**config.mk**
```make
export PLATFORM = sky130hd
export DESIGN_NAME = sb_issue_stage_flat
export DESIGN_NICKNAME = d
export VERILOG_FILES = /design/src/rtl/sb_issue_stage_if.sv /design/src/rtl/sb_issue_stage.sv /design/src/flat_wrapper.sv
export SDC_FILE = /design/constraint.sdc
export NUM_CORES = 2
export LEC_CHECK = 0
export BUFFER_PORTS_ARGS = -buffer_cell sky130_fd_sc_hd__buf_2
export CORE_MARGIN = 2
export CORE_UTILIZATION = 62
export DETAILED_ROUTE_END_ITERATION = 6
export HOLD_SLACK_MARGIN = 0.15
export PLACE_DENSITY = 0.77
export SLEW_MARGIN = 0
export SYNTH_ARGS = -nofsm -noshare
export SYNTH_HDL_FRONTEND = slang
export SYNTH_SLANG_ARGS = --single-unit
```
**constraint.sdc**
```tcl
create_clock -name clk -period 4.4 [get_ports clk]
set_input_delay 0.88 -clock clk [delete_from_list [all_inputs] [get_ports clk]]
set_output_delay 0.88 -clock clk [all_outputs]
set_load 0.005 [all_outputs]
```
**src/rtl/sb_issue_stage_if.sv**
```systemverilog
// rtl/sb_issue_stage_if.sv - decode/issue/write-back signal bundle for sb_issue_stage
interface sb_issue_stage_if #(
    parameter int XLEN      = 32,
    parameter int NREG      = 32,
    parameter int DEPTH     = 4,
    parameter int PAYLOAD_W = 64
);
    localparam int RIDX_W = $clog2(NREG);
    localparam int CNT_W  = $clog2(DEPTH) + 1;

    logic                 i_flush;
    logic                 i_valid;
    logic                 o_ready;
    logic [PAYLOAD_W-1:0] i_payload;
    logic [XLEN-1:0]      i_pc;
    logic [RIDX_W-1:0]    i_rs1;
    logic [RIDX_W-1:0]    i_rs2;
    logic [RIDX_W-1:0]    i_rd;
    logic                 i_use_rs1;
    logic                 i_use_rs2;
    logic                 i_wr_rd;
    logic                 i_fu_sel;
    logic                 o_alu_valid;
    logic                 i_alu_ready;
    logic                 o_lsu_valid;
    logic                 i_lsu_ready;
    logic [PAYLOAD_W-1:0] o_iss_payload;
    logic [XLEN-1:0]      o_iss_pc;
    logic [RIDX_W-1:0]    o_iss_rd;
    logic [XLEN-1:0]      o_iss_rs1_data;
    logic [XLEN-1:0]      o_iss_rs2_data;
    logic                 i_wb_en;
    logic [RIDX_W-1:0]    i_wb_rd;
    logic [XLEN-1:0]      i_wb_data;
    logic [CNT_W-1:0]     o_count;
    logic                 o_hazard_stall;

    modport master (
        output i_flush, i_valid, i_payload, i_pc, i_rs1, i_rs2, i_rd,
               i_use_rs1, i_use_rs2, i_wr_rd, i_fu_sel, i_alu_ready, i_lsu_ready,
               i_wb_en, i_wb_rd, i_wb_data,
        input  o_ready, o_alu_valid, o_lsu_valid, o_iss_payload, o_iss_pc, o_iss_rd,
               o_iss_rs1_data, o_iss_rs2_data, o_count, o_hazard_stall
    );

    modport slave (
        input  i_flush, i_valid, i_payload, i_pc, i_rs1, i_rs2, i_rd,
               i_use_rs1, i_use_rs2, i_wr_rd, i_fu_sel, i_alu_ready, i_lsu_ready,
               i_wb_en, i_wb_rd, i_wb_data,
        output o_ready, o_alu_valid, o_lsu_valid, o_iss_payload, o_iss_pc, o_iss_rd,
               o_iss_rs1_data, o_iss_rs2_data, o_count, o_hazard_stall
    );
endinterface

```
**src/rtl/sb_issue_stage.sv**
```systemverilog
// rtl/sb_issue_stage.sv - in-order issue queue with busy-bit scoreboard and bypassed register file
module sb_issue_stage #(
    parameter int XLEN      = 32,
    parameter int NREG      = 32,
    parameter int DEPTH     = 4,
    parameter int PAYLOAD_W = 64
) (
    input  logic           clk,
    input  logic           rst_n,
    sb_issue_stage_if.slave bus
);
    localparam int RIDX_W = $clog2(NREG);
    localparam int PTR_W  = $clog2(DEPTH);
    localparam int CNT_W  = PTR_W + 1;

    typedef struct packed {
        logic [PAYLOAD_W-1:0] payload;
        logic [XLEN-1:0]      pc;
        logic [RIDX_W-1:0]    rs1;
        logic [RIDX_W-1:0]    rs2;
        logic [RIDX_W-1:0]    rd;
        logic                 use_rs1;
        logic                 use_rs2;
        logic                 wr_rd;
        logic                 fu_sel;
    } uop_t;

    uop_t              q_mem [DEPTH];
    logic [PTR_W-1:0]  wr_ptr;
    logic [PTR_W-1:0]  rd_ptr;
    logic [CNT_W-1:0]  count;
    logic [NREG-1:0]   busy;
    logic [NREG-1:0]   busy_next;
    logic [NREG-1:0]   wb_mask;
    logic [NREG-1:0]   busy_eff;
    logic [XLEN-1:0]   rf [NREG];

    uop_t              head;
    uop_t              in_uop;
    logic              head_valid;
    logic              hazard;
    logic              ready;
    logic              enq;
    logic              alu_valid;
    logic              lsu_valid;
    logic              fire;
    logic [XLEN-1:0]   rs1_data;
    logic [XLEN-1:0]   rs2_data;

    assign in_uop = '{payload: bus.i_payload, pc: bus.i_pc, rs1: bus.i_rs1, rs2: bus.i_rs2,
                      rd: bus.i_rd, use_rs1: bus.i_use_rs1, use_rs2: bus.i_use_rs2,
                      wr_rd: bus.i_wr_rd, fu_sel: bus.i_fu_sel};

    assign head       = q_mem[rd_ptr];
    assign head_valid = (count != '0);
    assign ready      = (count < CNT_W'(DEPTH));
    assign enq        = bus.i_valid && ready && !bus.i_flush;

    // A write-back landing this cycle already releases its register for the head.
    always_comb begin
        wb_mask = '0;
        if (bus.i_wb_en) wb_mask[bus.i_wb_rd] = 1'b1;
    end

    assign busy_eff = busy & ~wb_mask;
    assign hazard   = (head.use_rs1 && busy_eff[head.rs1]) ||
                      (head.use_rs2 && busy_eff[head.rs2]) ||
                      (head.wr_rd   && busy_eff[head.rd]);

    assign alu_valid = head_valid && !hazard && !bus.i_flush && !head.fu_sel;
    assign lsu_valid = head_valid && !hazard && !bus.i_flush &&  head.fu_sel;
    assign fire      = (alu_valid && bus.i_alu_ready) || (lsu_valid && bus.i_lsu_ready);

    always_ff @(posedge clk or negedge rst_n) begin
        if (!rst_n) begin
            wr_ptr <= '0;
            rd_ptr <= '0;
            count  <= '0;
        end else if (bus.i_flush) begin
            wr_ptr <= '0;
            rd_ptr <= '0;
            count  <= '0;
        end else begin
            if (enq)  wr_ptr <= wr_ptr + 1'b1;
            if (fire) rd_ptr <= rd_ptr + 1'b1;
            count <= count + {{(CNT_W-1){1'b0}}, enq} - {{(CNT_W-1){1'b0}}, fire};
        end
    end

    always_ff @(posedge clk) begin
        if (enq) q_mem[wr_ptr] <= in_uop;
    end

    // Set is applied after clear so an issuing writer keeps its register busy.
    always_comb begin
        busy_next = busy & ~wb_mask;
        if (fire && head.wr_rd && (head.rd != '0)) busy_next[head.rd] = 1'b1;
        busy_next[0] = 1'b0;
    end

    always_ff @(posedge clk or negedge rst_n) begin
        if (!rst_n) busy <= '0;
        else        busy <= busy_next;
    end

    always_ff @(posedge clk or negedge rst_n) begin
        if (!rst_n) begin
            for (int i = 0; i < NREG; i++) rf[i] <= '0;
        end else if (bus.i_wb_en && (bus.i_wb_rd != '0)) begin
            rf[bus.i_wb_rd] <= bus.i_wb_data;
        end
    end

    always_comb begin
        rs1_data = '0;
        if (head.use_rs1 && (head.rs1 != '0)) begin
            if (bus.i_wb_en && (bus.i_wb_rd == head.rs1)) rs1_data = bus.i_wb_data;
            else                                          rs1_data = rf[head.rs1];
        end
    end

    always_comb begin
        rs2_data = '0;
        if (head.use_rs2 && (head.rs2 != '0)) begin
            if (bus.i_wb_en && (bus.i_wb_rd == head.rs2)) rs2_data = bus.i_wb_data;
            else                                          rs2_data = rf[head.rs2];
        end
    end

    assign bus.o_ready        = ready;
    assign bus.o_alu_valid    = alu_valid;
    assign bus.o_lsu_valid    = lsu_valid;
    assign bus.o_iss_payload  = head.payload;
    assign bus.o_iss_pc       = head.pc;
    assign bus.o_iss_rd       = head.rd;
    assign bus.o_iss_rs1_data = rs1_data;
    assign bus.o_iss_rs2_data = rs2_data;
    assign bus.o_count        = count;
    assign bus.o_hazard_stall = head_valid && hazard;
endmodule

```
**src/flat_wrapper.sv**
```systemverilog
// flat-port wrapper written by rule: the top's interface ports become plain ports
module sb_issue_stage_flat 
#(
    parameter int XLEN      = 32,
    parameter int NREG      = 32,
    parameter int DEPTH     = 4,
    parameter int PAYLOAD_W = 64
)
  (clk, rst_n, bus_i_flush, bus_i_valid, bus_i_payload, bus_i_pc, bus_i_rs1, bus_i_rs2, bus_i_rd, bus_i_use_rs1, bus_i_use_rs2, bus_i_wr_rd, bus_i_fu_sel, bus_i_alu_ready, bus_i_lsu_ready, bus_i_wb_en, bus_i_wb_rd, bus_i_wb_data, bus_o_ready, bus_o_alu_valid, bus_o_lsu_valid, bus_o_iss_payload, bus_o_iss_pc, bus_o_iss_rd, bus_o_iss_rs1_data, bus_o_iss_rs2_data, bus_o_count, bus_o_hazard_stall);
  sb_issue_stage_if #(.XLEN(XLEN), .NREG(NREG), .DEPTH(DEPTH), .PAYLOAD_W(PAYLOAD_W)) bus_i ();
  input  logic clk;
  input  logic rst_n;
  input wire logic [$bits(bus_i.i_flush)-1:0] bus_i_flush;
  input wire logic [$bits(bus_i.i_valid)-1:0] bus_i_valid;
  input wire logic [$bits(bus_i.i_payload)-1:0] bus_i_payload;
  input wire logic [$bits(bus_i.i_pc)-1:0] bus_i_pc;
  input wire logic [$bits(bus_i.i_rs1)-1:0] bus_i_rs1;
  input wire logic [$bits(bus_i.i_rs2)-1:0] bus_i_rs2;
  input wire logic [$bits(bus_i.i_rd)-1:0] bus_i_rd;
  input wire logic [$bits(bus_i.i_use_rs1)-1:0] bus_i_use_rs1;
  input wire logic [$bits(bus_i.i_use_rs2)-1:0] bus_i_use_rs2;
  input wire logic [$bits(bus_i.i_wr_rd)-1:0] bus_i_wr_rd;
  input wire logic [$bits(bus_i.i_fu_sel)-1:0] bus_i_fu_sel;
  input wire logic [$bits(bus_i.i_alu_ready)-1:0] bus_i_alu_ready;
  input wire logic [$bits(bus_i.i_lsu_ready)-1:0] bus_i_lsu_ready;
  input wire logic [$bits(bus_i.i_wb_en)-1:0] bus_i_wb_en;
  input wire logic [$bits(bus_i.i_wb_rd)-1:0] bus_i_wb_rd;
  input wire logic [$bits(bus_i.i_wb_data)-1:0] bus_i_wb_data;
  output wire logic [$bits(bus_i.o_ready)-1:0] bus_o_ready;
  output wire logic [$bits(bus_i.o_alu_valid)-1:0] bus_o_alu_valid;
  output wire logic [$bits(bus_i.o_lsu_valid)-1:0] bus_o_lsu_valid;
  output wire logic [$bits(bus_i.o_iss_payload)-1:0] bus_o_iss_payload;
  output wire logic [$bits(bus_i.o_iss_pc)-1:0] bus_o_iss_pc;
  output wire logic [$bits(bus_i.o_iss_rd)-1:0] bus_o_iss_rd;
  output wire logic [$bits(bus_i.o_iss_rs1_data)-1:0] bus_o_iss_rs1_data;
  output wire logic [$bits(bus_i.o_iss_rs2_data)-1:0] bus_o_iss_rs2_data;
  output wire logic [$bits(bus_i.o_count)-1:0] bus_o_count;
  output wire logic [$bits(bus_i.o_hazard_stall)-1:0] bus_o_hazard_stall;
  assign bus_i.i_flush = bus_i_flush;
  assign bus_i.i_valid = bus_i_valid;
  assign bus_i.i_payload = bus_i_payload;
  assign bus_i.i_pc = bus_i_pc;
  assign bus_i.i_rs1 = bus_i_rs1;
  assign bus_i.i_rs2 = bus_i_rs2;
  assign bus_i.i_rd = bus_i_rd;
  assign bus_i.i_use_rs1 = bus_i_use_rs1;
  assign bus_i.i_use_rs2 = bus_i_use_rs2;
  assign bus_i.i_wr_rd = bus_i_wr_rd;
  assign bus_i.i_fu_sel = bus_i_fu_sel;
  assign bus_i.i_alu_ready = bus_i_alu_ready;
  assign bus_i.i_lsu_ready = bus_i_lsu_ready;
  assign bus_i.i_wb_en = bus_i_wb_en;
  assign bus_i.i_wb_rd = bus_i_wb_rd;
  assign bus_i.i_wb_data = bus_i_wb_data;
  assign bus_o_ready = bus_i.o_ready;
  assign bus_o_alu_valid = bus_i.o_alu_valid;
  assign bus_o_lsu_valid = bus_i.o_lsu_valid;
  assign bus_o_iss_payload = bus_i.o_iss_payload;
  assign bus_o_iss_pc = bus_i.o_iss_pc;
  assign bus_o_iss_rd = bus_i.o_iss_rd;
  assign bus_o_iss_rs1_data = bus_i.o_iss_rs1_data;
  assign bus_o_iss_rs2_data = bus_i.o_iss_rs2_data;
  assign bus_o_count = bus_i.o_count;
  assign bus_o_hazard_stall = bus_i.o_hazard_stall;
  sb_issue_stage #(.XLEN(XLEN), .NREG(NREG), .DEPTH(DEPTH), .PAYLOAD_W(PAYLOAD_W)) u_core (.clk(clk), .rst_n(rst_n), .bus(bus_i));
endmodule
```
# Yosys cells after proc, flatten, opt, wreduce, memory -nomap -nowiden
# Memories as Yosys holds them, arrays and structs flattened.
# Index checks and enable logic that the tools add are counted.
[classes]
addsub = 4
n_mul = 0
div = 0
n_lt_le_gt_ge = 11
eq_ne = 2
n_shift = 0
mux = 32
bitwise_logic = 6
reduce_logical = 35
[ops]
columns = ["op", "count"]
rows = [
  ["bitwise mux 1024 bit", 1],
  ["two-way mux 32 bit", 11],
  ["binary-select mux 32 bit (select 5 bit)", 2],
  ["demux 32 bit (select 5 bit)", 1],
  ["bitwise AND 32 bit", 1],
  ["inverter 32 bit", 1],
  ["OR 32 bit", 1],
  ["less-than comparator 5 x 6 -> 1 bit (second input constant)", 4],
  ["logical AND 1 bit", 22],
  ["nonzero test 5 bit", 4],
  ["greater-or-equal comparator 6 bit (second input constant)", 3],
  ["inverter 5 -> 6 bit", 3],
  ["binary-select mux 1 bit (select 5 bit)", 3],
  ["demux 1 bit (select 5 bit)", 2],
  ["equality test 5 bit", 2],
  ["greater-or-equal comparator 5 x 1 -> 1 bit (second input constant)", 2],
  ["two-way mux 2 bit", 4],
  ["two-way mux 1 bit", 7],
  ["less-than comparator 6 x 1 -> 1 bit (second input constant)", 1],
  ["adder 2 x 1 -> 2 bit (second input constant)", 2],
  ["nonzero test 2 bit", 2],
  ["adder 3 x 1 -> 3 bit", 1],
  ["logical NOT 1 bit", 3],
  ["logical OR 1 bit", 3],
  ["4 further kinds", 4],
]
[totals]
reg_bits = 1062
latchBits = 0
mem_bits_rw = 460
rom_bits = 0
output_inout_bits = 172
word_cells = 127
n_memories = 1
[memory_table]
columns = ["name", "depth", "width", "read_ports", "rd_ports_with_merged_regs", "write_ports", "line", "rtl"]
rows = [
  ["u_core.q_mem", 4, 115, 1, 0, 1, "sb_issue_stage.sv:28", "uop_t q_mem [DEPTH];"],
]

# Logic depth before layout (Yosys ltp)
[depth]
word_depth = 21
depth_mapped = 21
mapped_depth_nobuf = 16

# Least setup slack after synthesis
# OpenSTA, ideal clock, no wires.
[synth_timing]
path_type = "input -> register"
startpoint = "input bus_i_valid"
endpoint = "memory u_core.q_mem[0][0] in the netlist's numbering, enable pin"
t_arrival_ns = 4.059
t_required_ns = 3.913
path_slack_ns = -0.146
cell_stages = 3
cell_sequence = "nor2b_1 -> nor2b_1 -> and2_1"
[synth_between]
elab_chain_cells = 4
[synth_lines]
columns = ["item", "line", "rtl"]
rows = [
  ["start, declared", "flat_wrapper.sv:14", "input wire logic [$bits(bus_i.i_valid)-1:0] bus_i_valid;"],
  ["logical AND 1 bit (2 in a row)", "sb_issue_stage.sv:57", "assign enq = bus.i_valid && ready && !bus.i_flush;"],
  ["two-way mux 1 bit", "sb_issue_stage.sv:91", "if (enq) q_mem[wr_ptr] <= in_uop;"],
  ["two-way mux 1 bit (not written as such)", "sb_issue_stage.sv:91", ""],
  ["end, declared", "sb_issue_stage.sv:28", ""],
]
# Every way passes these cells.

# Worst setup path in the final report
[layout_timing]
startpoint = "register u_core.rd_ptr[0]"
endpoint = "output bus_o_iss_rs2_data[8]"
[layout_between]
elab_chain_cells = 7
word_cells_on_any_way = 11
[layout_lines]
columns = ["item", "line", "rtl"]
rows = [
  ["start, declared", "sb_issue_stage.sv:30", "logic [PTR_W-1:0] rd_ptr;"],
  ["start signal, assigned", "sb_issue_stage.sv:85", "if (fire) rd_ptr <= rd_ptr + 1'b1;"],
  ["memory read (4 x 115 bit) (*)", "n/a", ""],
  ["inverter 5 -> 6 bit (not written as such)", "sb_issue_stage.sv:126", "else rs2_data = rf[head.rs2];"],
  ["binary-select mux 32 bit (select 5 bit)", "sb_issue_stage.sv:126", ""],
  ["two-way mux 32 bit (not written as such) (2 in a row)", "sb_issue_stage.sv:126", ""],
  ["two-way mux 32 bit", "sb_issue_stage.sv:125", "if (bus.i_wb_en && (bus.i_wb_rd == head.rs2)) rs2_data = bus.i_wb_data;"],
  ["two-way mux 32 bit (*)", "sb_issue_stage.sv:124", "if (head.use_rs2 && (head.rs2 != '0)) begin"],
  ["end, declared", "flat_wrapper.sv:36", "output wire logic [$bits(bus_i.o_iss_rs2_data)-1:0] bus_o_iss_rs2_data;"],
]
# Every way passes the cells marked *; elsewhere a longest branch is shown, timed or not. The select of a mux whose other input is x is not followed.

==> metrics <==
critical setup path kind=reg2out; run status=complete, but fails checks; cell area after synthesis=between 70000 and 80000 um^2; number of antenna violations at the first check in global routing=23; EDFF count, synth=460; HPWL reported at the end of detailed placement=115800 um; largest vdd supply drop=about 0.00045 V; global routing usage on met2=55.49%; CP arrival=between 4 and 5 ns; R2R setup slack=approximately 0.15 ns; number of I/O pins=~330; vias per inst=about 7.1; leading cell types by total area after synthesis=sky130_fd_sc_hd__dfrtp_1 36%, sky130_fd_sc_hd__mux4_2 23%, sky130_fd_sc_hd__edfxtp_1 19%; placed cell count=roughly 6000; gate count of the mapped netlist=4221; ratio of final minimum period to clock period=112.6%; effective utilization at floorplan=62.59%; final setup violating endpoints=67; PD cells=approximately 570 nW/um^2; Distinct cells, synth=63; pin count of the biggest net entering global routing=133; TritonCTS clock tree=yes; area share of the largest cell type after synthesis=a little over a third; total of max-cap violations=0; Post-Synthesis Mean Instance Area=17.53 um^2; final weighted congestion of routability-driven global placement=~0.92; Clock H-tree levels=4; total CTS buffers=between 150 and 200; GR Overflow Total=0; dominant synthesized flop cell=sky130_fd_sc_hd__dfrtp_1; busiest metal layer after global routing=met2; final period demand of the worst path=between 4 and 5 ns; Hold Vio Cnt, Final=0; most common cell after layout, fill and taps aside=sky130_fd_sc_hd__dfrtp_1; minimum setup slack after placement=-0.02206 ns; failing checks=negative setup slack; post-detailed-route count of antenna-violating nets=0; final non-filler cell total=around 6400; net count after synthesis=roughly 4400; horizontal extent of the die=between 300 and 400 um; cell type with the largest total area after synthesis=sky130_fd_sc_hd__dfrtp_1; slew at the pin closest to its max-slew limit=1.016 ns; Final Routed Wirelength=between 200000 and 250000 um; Setup Skew=roughly 0.018 ns; detailed-route via count=around 45000; unrepaired setup endpoints after global routing=true; Clock Sink Count=1522; layout overhead on the synthesized area=18.44%; number of design-rule violations left by the first detailed-router iteration=4885; clock latency at the later pin of the worst-skew pair=between 0.7 and 0.8 ns; crit path setup slack, layout=-0.5548 ns; fraction of the yosys area taken by sequential cells=between 50% and 60%; Worst Setup End Kind=output pin; fillcell total=a little under 7000; max-slew violation total from the final report=0; clock-pin slew on the worst setup and hold paths=~0.06 ns; met1 Resource Use GR=a little under half; vias in the first global route=46610; startpoint types=register; Seq cells post-synth=1522; met3 track demand over resource=8.266%; Pre-Repair DR Iteration Count=6; wire length of the first global-routing pass=309100 um; floorplan core area=around 120000 um^2; overall die height=349.5 um; Max transition margin=between 30% and 40%; Wirelength per Cell=33.05 um; final-stage net count=4853; DR DRC count=0; layout cell share with drive strength beyond 1=between 50% and 60%; share of synthesized registers carrying an async set or reset=69.78%; Buffers on Ports=330; highest-count cells in the layout ignoring fill and taps=1060 x sky130_fd_sc_hd__dfrtp_1, 996 x sky130_fd_sc_hd__mux2_2, 756 x sky130_fd_sc_hd__mux4_2; highest clock frequency the design can meet=just over 0.2 GHz; area of the die=around 120000 um^2; Critical Path Fanout Max=11; Overall Global Routing Usage=a little over a third; Clk Tree Root Cell=sky130_fd_sc_hd__clkbuf_16; placement row count=126; min-delay worst type=in2reg; number of warnings reported in the yosys synthesis log=0; Max Buffers Root-to-Sink=3; leakage power=roughly 0.036 uW; Required @ worst endpoint=roughly 3.5 ns; Total Power=~50000 uW
[logic make-up after synthesis]
logic type      share of synthesized area, %
compound gates                         1.747
flops                                  54.58
simple gates                           1.263
xor+xnor                              0.1539
buf+inv                                2.531
mux                                    39.60
fa+ha+maj                             0.1285
[per-layer routing]
layer  share of wire [%]  wire (um)
met1                  37      78690
met2                  49     103100
met3                 8.7      18210
met4                 4.8      10080
met5               0.066        139
[worst paths after layout]
| check | startpoint | endpoint | depth (start not counted) |
|---|---|---|---|
| worst max register to register | u_core.rd_ptr[0] | u_core.bus.o_count[2] | 20 |
| worst min register to register | u_core.rf[1016] | u_core.rf[1016] | 0 |
| max in group asynchronous | rst_n | u_core.rf[709] | 4 |
| worst max-delay path | u_core.rd_ptr[0] | bus_o_iss_rs2_data[8] | 10 |
| min in group asynchronous | rst_n | u_core.rf[1017] | 2 |
| worst min-delay path | bus_i_payload[37] | u_core.q_mem[3][88] | 1 |
[cells in the mapped netlist (8+ instances only)]
master                     count
sky130_fd_sc_hd__nand2_1      34
sky130_fd_sc_hd__mux4_2      763
sky130_fd_sc_hd__nand3_1       8
sky130_fd_sc_hd__mux2i_1      88
sky130_fd_sc_hd__buf_2        81
sky130_fd_sc_hd__buf_4         8
sky130_fd_sc_hd__clkbuf_1    275
sky130_fd_sc_hd__inv_1        11
sky130_fd_sc_hd__o21ai_0      29
sky130_fd_sc_hd__mux2_2      997
sky130_fd_sc_hd__dfrtp_1    1062
sky130_fd_sc_hd__o211ai_1     22
sky130_fd_sc_hd__nor2_1       95
sky130_fd_sc_hd__edfxtp_1    460
sky130_fd_sc_hd__a211oi_1     66
sky130_fd_sc_hd__o31ai_1      30
sky130_fd_sc_hd__nor2b_1       8
sky130_fd_sc_hd__buf_1        75
[metrics by stage]
stage / TNS [ns] / area [um^2] / hold slack [ns] / util (%)
6_report: -28.48 / 87640 / 0.3011 / 74.12
3_3_place_gp: -0.01961 / 79290 / 0.3769 / 67.06
2_1_floorplan: 0 / 74010 / 0.4413 / -
3_5_place_dp: -0.02206 / 79290 / 0.3833 / 67.06
4_1_cts: -31.23 / 86700 / 0.2552 / 73.32
5_1_grt: -34.43 / 87630 / 0.2796 / 74.12
[worst max-delay path, stage by stage, from the launching register on]
cell                       delay [ns]
sky130_fd_sc_hd__dfrtp_4         0.47
sky130_fd_sc_hd__mux4_4          0.76
sky130_fd_sc_hd__buf_8           0.19
sky130_fd_sc_hd__buf_16          0.17
sky130_fd_sc_hd__buf_12          0.17
sky130_fd_sc_hd__mux4_2          0.43
sky130_fd_sc_hd__mux4_2          0.49
sky130_fd_sc_hd__mux2i_2         0.21
sky130_fd_sc_hd__a211oi_2        0.10
sky130_fd_sc_hd__buf_4           0.15
sky130_fd_sc_hd__buf_2           0.12
[state kept, by name (all words and copies together), names as in the netlist]
signal,flops
u_core.bus.o_count,3
u_core.busy,31
u_core.q_mem,460
u_core.rd_ptr,2
u_core.rf,1024
u_core.wr_ptr,2
[power breakdown]
group	total [uW]	switching (uW)	internal, uW
clock network	13200	5820	7370
registers	18100	1440	16700
logic	18600	7960	10600
[layout make-up]
cell class              count  area (um^2)  area share [%]
clock inverters            57        574.3          0.6553
diodes                     12        30.03         0.03426
flip-flops and latches   1522        40400           46.09
repair buffers            750         7712           8.800
multi-input cells        2243        32480           37.06
well taps                1536         1922           2.193
clock buffers             226         4469           5.099
inverters                  13        58.81         0.06710
[what timing repair did]
action / 4_1_cts / 5_1_grt
pin swaps: 18 / 26
resized for setup: 142 / 88
cloned: 37 / 18
endpoints found under the hold margin: 36 / 0
hold buffers: 1 / 0
setup endpoints to repair: 67 / 68
buffers inserted: 65 / 28
Power figures use the tool's default switching activity.
